[src/rtl/pe_ws_dbuf.sv]
// Weight-stationary systolic PE: signed MAC, double-buffered weight, valid/weight chain forwarding.
// Optional macro PE_SAT_EN: clamp the partial sum and raise sticky ovf instead of wrapping.
module pe_ws_dbuf #(
  parameter int DATA_IN_BW     = 8,
  parameter int WEIGHT_BW      = 8,
  parameter int PARTIAL_SUM_BW = 19
) (
  input  logic                             clk,
  input  logic                             rstn,
  input  logic signed [DATA_IN_BW-1:0]     DIN,
  input  logic                             din_vld,
  input  logic signed [PARTIAL_SUM_BW-1:0] PSUM_IN,
  input  logic signed [WEIGHT_BW-1:0]      W_IN,
  input  logic                             w_ld_in,
  input  logic                             w_swap_in,
  output logic signed [DATA_IN_BW-1:0]     DF_COL,
  output logic                             dout_vld,
  output logic signed [PARTIAL_SUM_BW-1:0] PSUM_OUT,
  output logic signed [WEIGHT_BW-1:0]      W_OUT,
  output logic                             w_ld_out,
  output logic                             w_swap_out,
  output logic                             w_err,
  output logic                             ovf
);

  localparam int PROD_BW = DATA_IN_BW + WEIGHT_BW;

  generate
    if (PARTIAL_SUM_BW < PROD_BW) begin : g_bad_psum_bw
      $error("pe_ws_dbuf: PARTIAL_SUM_BW must be >= DATA_IN_BW+WEIGHT_BW");
    end
  endgenerate

  typedef enum logic [1:0] {
    ST_EMPTY  = 2'b00,
    ST_SHADOW = 2'b01,
    ST_ACTIVE = 2'b10,
    ST_BOTH   = 2'b11
  } wstate_e;

  wstate_e                            state_q, state_d;
  logic signed [WEIGHT_BW-1:0]        w_act_q, w_act_d;
  logic signed [WEIGHT_BW-1:0]        w_sh_q, w_sh_d;
  logic                               w_err_q, w_err_d;
  logic signed [DATA_IN_BW-1:0]       df_col_q, df_col_d;
  logic                               dout_vld_q, dout_vld_d;
  logic signed [PARTIAL_SUM_BW-1:0]   psum_q, psum_d;
  logic signed [WEIGHT_BW-1:0]        w_out_q, w_out_d;
  logic                               w_ld_q, w_ld_d;
  logic                               w_swap_q, w_swap_d;
  logic                               act_vld_s;
  logic signed [PROD_BW-1:0]          prod_s;

`ifdef PE_SAT_EN
  localparam logic [PARTIAL_SUM_BW-1:0] PS_MAX = {1'b0, {(PARTIAL_SUM_BW-1){1'b1}}};
  localparam logic [PARTIAL_SUM_BW-1:0] PS_MIN = {1'b1, {(PARTIAL_SUM_BW-1){1'b0}}};

  logic                               ovf_q, ovf_d;
  logic                               clamp_s;
  logic signed [PARTIAL_SUM_BW:0]     sum_s;

  // Top two bits disagree exactly when the widened sum left the psum range.
  function automatic logic [PARTIAL_SUM_BW-1:0] sat_psum(input logic [PARTIAL_SUM_BW:0] s);
    logic [PARTIAL_SUM_BW-1:0] r;
    if (s[PARTIAL_SUM_BW] != s[PARTIAL_SUM_BW-1]) begin
      r = s[PARTIAL_SUM_BW] ? PS_MIN : PS_MAX;
    end else begin
      r = s[PARTIAL_SUM_BW-1:0];
    end
    return r;
  endfunction
`endif

  // Next-state logic: MAC datapath, output forwarding and weight buffer FSM.
  always_comb begin
    state_d    = state_q;
    w_act_d    = w_act_q;
    w_sh_d     = w_sh_q;
    w_err_d    = w_err_q;
    df_col_d   = DIN;
    dout_vld_d = din_vld;
    w_out_d    = W_IN;
    w_ld_d     = w_ld_in;
    w_swap_d   = w_swap_in;

    act_vld_s = (state_q == ST_ACTIVE) || (state_q == ST_BOTH);
    if (din_vld && act_vld_s) begin
      prod_s = PROD_BW'(DIN) * PROD_BW'(w_act_q);
    end else begin
      prod_s = '0;
    end

`ifdef PE_SAT_EN
    sum_s   = (PARTIAL_SUM_BW+1)'(PSUM_IN) + (PARTIAL_SUM_BW+1)'(prod_s);
    clamp_s = (sum_s[PARTIAL_SUM_BW] != sum_s[PARTIAL_SUM_BW-1]);
    psum_d  = sat_psum(sum_s);
    ovf_d   = ovf_q | (clamp_s & din_vld);
`else
    psum_d  = PSUM_IN + PARTIAL_SUM_BW'(prod_s);
`endif

    // A swap always consumes the old shadow before this cycle's load refills it.
    case (state_q)
      ST_EMPTY: begin
        if (w_swap_in) begin
          w_err_d = 1'b1;
        end else begin
          w_err_d = w_err_q;
        end
        state_d = w_ld_in ? ST_SHADOW : ST_EMPTY;
      end
      ST_SHADOW: begin
        if (w_swap_in) begin
          w_act_d = w_sh_q;
          state_d = w_ld_in ? ST_BOTH : ST_ACTIVE;
        end else begin
          state_d = ST_SHADOW;
        end
      end
      ST_ACTIVE: begin
        if (w_swap_in) begin
          w_err_d = 1'b1;
        end else begin
          w_err_d = w_err_q;
        end
        state_d = w_ld_in ? ST_BOTH : ST_ACTIVE;
      end
      ST_BOTH: begin
        if (w_swap_in) begin
          w_act_d = w_sh_q;
          state_d = w_ld_in ? ST_BOTH : ST_ACTIVE;
        end else begin
          state_d = ST_BOTH;
        end
      end
      default: begin
        state_d = ST_EMPTY;
      end
    endcase

    if (w_ld_in) begin
      w_sh_d = W_IN;
    end else begin
      w_sh_d = w_sh_q;
    end
  end

  // State and output registers with synchronous active-low reset.
  always_ff @(posedge clk) begin
    if (!rstn) begin
      state_q    <= ST_EMPTY;
      w_act_q    <= '0;
      w_sh_q     <= '0;
      w_err_q    <= 1'b0;
      df_col_q   <= '0;
      dout_vld_q <= 1'b0;
      psum_q     <= '0;
      w_out_q    <= '0;
      w_ld_q     <= 1'b0;
      w_swap_q   <= 1'b0;
`ifdef PE_SAT_EN
      ovf_q      <= 1'b0;
`endif
    end else begin
      state_q    <= state_d;
      w_act_q    <= w_act_d;
      w_sh_q     <= w_sh_d;
      w_err_q    <= w_err_d;
      df_col_q   <= df_col_d;
      dout_vld_q <= dout_vld_d;
      psum_q     <= psum_d;
      w_out_q    <= w_out_d;
      w_ld_q     <= w_ld_d;
      w_swap_q   <= w_swap_d;
`ifdef PE_SAT_EN
      ovf_q      <= ovf_d;
`endif
    end
  end

  assign DF_COL     = df_col_q;
  assign dout_vld   = dout_vld_q;
  assign PSUM_OUT   = psum_q;
  assign W_OUT      = w_out_q;
  assign w_ld_out   = w_ld_q;
  assign w_swap_out = w_swap_q;
  assign w_err      = w_err_q;
`ifdef PE_SAT_EN
  assign ovf        = ovf_q;
`else
  assign ovf        = 1'b0;
`endif

endmodule

[config.mk]
export PLATFORM = sky130hd
export DESIGN_NAME = pe_ws_dbuf
export DESIGN_NICKNAME = d
export VERILOG_FILES = /design/src/rtl/pe_ws_dbuf.sv
export SDC_FILE = /design/constraint.sdc
export NUM_CORES = 1
export LEC_CHECK = 0
export BUFFER_PORTS_ARGS = -buffer_cell sky130_fd_sc_hd__buf_4
export CAP_MARGIN = 10
export CORE_ASPECT_RATIO = 2
export CORE_UTILIZATION = 63
export DETAILED_ROUTE_END_ITERATION = 8
export GPL_TIMING_DRIVEN = 0
export PLACE_DENSITY = 0.93
export SLEW_MARGIN = 25
export SYNTH_ARGS = -nofsm -noshare
export SYNTH_HDL_FRONTEND = slang
export SYNTH_SLANG_ARGS = --single-unit
[constraint.sdc]
create_clock -name clk -period 16.8 [get_ports clk]
set_input_delay 0.84 -clock clk [delete_from_list [all_inputs] [get_ports clk]]
set_output_delay 0.84 -clock clk [all_outputs]
set_load 0.02 [all_outputs]
==> impl_metrics.yaml <==
synth:
  ys_types: 49
  synthTopCellsByArea: "dfxtp_1 (22%), fa_1 (22%), ha_1 (11%), and2_1 (7.7%), inv_1 (7.0%)"
  postSynth.asyncResetShare_pct: 0
  synth_top_area_share_pct: 22.2
  ys_seq_area_share_pct: 22.2
  syn_nets: 719
  yosysWarnings: 0
  avgSynthCellArea_um2: 8.93
  synth_cells: 576
  synth_top_area_cell: "dfxtp_1"
  ys_seq_elements: 57
  synth-main-ff-cell: "dfxtp_1"
  syn-cell-area_um2: 5140
  synth-edff-count: 0
timing:
  drv_slew: 0
  worst_slack_ps: 10280
  setup_tns_ps: 0
  clock_skew_ps: 6.29
  slew_headroom_pct: 57.7
  period_share_pct: 38.8
  worst_pin_slew_ps: 634
  rsz0062_at_grt: "no"
  fmax_mhz: 153
  finalHoldViolCount: 0
  final.min_clock_period_ps: 6520
  setup_violations: 0
layout:
  layout_commonest_cell: "inv_1"
  finalInstanceArea_um2: 6140
  multi_input_area_um2: 3580
  mostFrequentLayoutCells: "inv_1 (96), buf_4 (78), and2_1 (63)"
  final_cells: 765
  nets: 807
  nFillCells: 504
  drive_gt1_share_pct: 16.3
  area_growth_pct: 19.5
  antenna_cells: 0
  regArea_um2: 1140
placed_design:
  dp_slack_ps: 9960
  io_buffers: 77
  place_hpwl_mm: 10.1
  gp_congestion: 0.864
  place_area_um2: 5840
  dp.cells: 749
clock_network:
  cts_tree: "done"
  ctsHoldBuffers: 0
  path_clk_slew_ps: 60
  clkLatencyLatePin_ps: 340
  cts_resized: 0
  cts_sinks: 57
  h-tree-depth: 3
  cts_buffers: 9
  clock_tree.buffer_depth: 2
  cts_setup_buffers: 0
  clock-root-buffer: "clkbuf_16"
worst_setup_path:
  required_ps: 17080
  cp-end-kind: "register"
  crit_type: "input port to register"
  reg2reg_depth: 20
  worstSetupStartpointType: "input port"
  worstPathMaxFanout: 9
  cp.arrival_ps: 6790
min_path:
  holdCritPathClass: "register to register"
  hold_path_depth: 2
die:
  die_h_um: 130
  die_w_um: 65.9
  initial_utilization_pct: 64.8
  boundaryPins: 80
  num_rows: 46
  core_area_um2: 7940
  dieArea_um2: 8550
grt:
  grt_max_degree: 13
  antenna_found_initial: 1
  grt_overflow: 0
  grt_usage_pct: 34.4
  grt_pass1_vias: 4738
  grt_pass1_wl_mm: 21.8
drt:
  via_count: 4298
  ant_nets: 0
  post-route-drc-count: 0
  initialDrtViolationCount: 251
  dr.pass1.iters: 4
  viasPerCell: 5.62
  wl_per_cell_um: 17.1
  finalWirelength_mm: 13.1
power_and_ir_drop:
  leakage_nw: 3.05
  vdd_drop_max_v: 0.0000608
  powerDensity_nw_per_um2: 65.4
run_status:
  status: "completed"
job:
  maxCapViolCount: 0
-- routing by layer --
layer / up-vias / track usage (%) / routed length, um
met1: 2068 / 32.7 / 4290
met5: - / 0 / 0
met3: 58 / 6.64 / 640
met2: 171 / 64.0 / 7310
li1: 2001 / - / -
met4: 0 / 22.6 / 850
-- logic make-up (layout without fill, tap and decap cells) --
| group | count (synthesis) | in the layout | share of synthesized area [%] |
|---|---|---|---|
| muxes | 10 | 10 | 1.97 |
| xor gates and xnor gates | 27 | 27 | 4.60 |
| DFF | 57 | 57 | 22.2 |
| other | 1 | 1 | 0.0729 |
| and+or+nand+nor | 197 | 197 | 19.7 |
| AOI/OAI and AO/OA | 74 | 74 | 10.1 |
| buffers and inverters | 107 | 200 | 8.17 |
| adders and majority gates | 103 | 103 | 33.2 |
-- layout make-up --
cell class,count,share of cell area (%)
Timing Repair Buffer,77,9.41
Clock inverter,7,1.26
Sequential cell,57,18.6
Clock buffer,9,3.67
Buffer,11,0.977
Multi-Input combinational cell,412,58.3
Inverter,96,5.86
Tap cell,96,1.95
-- final timing paths --
kind               from            to  slack, ps
max              DIN[7]  PSUM_OUT[18]      10280
min reg2reg   w_sh_q[4]    w_act_q[4]        490
max reg2reg  w_act_q[7]  PSUM_OUT[18]      10480
min           w_sh_q[4]    w_act_q[4]        490
-- worst max-delay path, stage by stage --
cell and delay, ps:
buf_4 150, and2_1 210, fa_1 650, inv_1 170, fa_1 580, inv_1 60, fa_1 540, inv_1 60
fa_1 540, inv_1 50, ha_1 230, nor4_1 210, o21ai_0 120, o211ai_1 180, o21ai_0 200, xnor2_1 190
nor2_1 70, ha_1 380, and4_2 300, nand4_1 100, a21oi_1 40, nor3b_1 320, a21oi_1 130, or3_1 360
a21oi_1 120
-- sequential cells by signal (all words and copies together), names as in the netlist --
signal	count
DF_COL	8
w_err	1
state_q	2
dout_vld	1
w_act_q	8
w_ld_out	1
PSUM_OUT	19
w_swap_out	1
w_sh_q	8
W_OUT	8
-- cell usage after synthesis, drive strengths merged (2+ instances only) --
cell type and number:
nor3 7, nand3 12, o21a 3, a31oi 3, a21o 9, o211ai 3
a211o 2, o21ai 16, nand2b 3, fa 56, and4 3, buf 3
xnor2 17, mux2i 9, and2 63, xor2 10, ha 47, or2 2
dfxtp 57, nand4 3, a211oi 4, clkbuf 8, or3 2, nor2b 9
nor2 50, nand2 34, o21bai 2, inv 96, a21oi 27, nor4 2
and3 4
-- power by group --
group	internal [mW]	switching (mW)	leakage, nW
Sequential	0.142	0.00356	0.472
Clock	0.116	0.0726	0.146
Combinational	0.0287	0.0385	2.43
-- per-stage QoR --
step,power (mW),util (%),hold slack (ps)
4_1_cts,0.403,77.4,488
5_1_grt,0.415,77.4,516
3_5_place_dp,0.214,73.6,466
2_1_floorplan,0.186,-,441
6_report,0.402,77.4,489
3_3_place_gp,0.211,73.6,463
(Power assumes the default switching activity.)
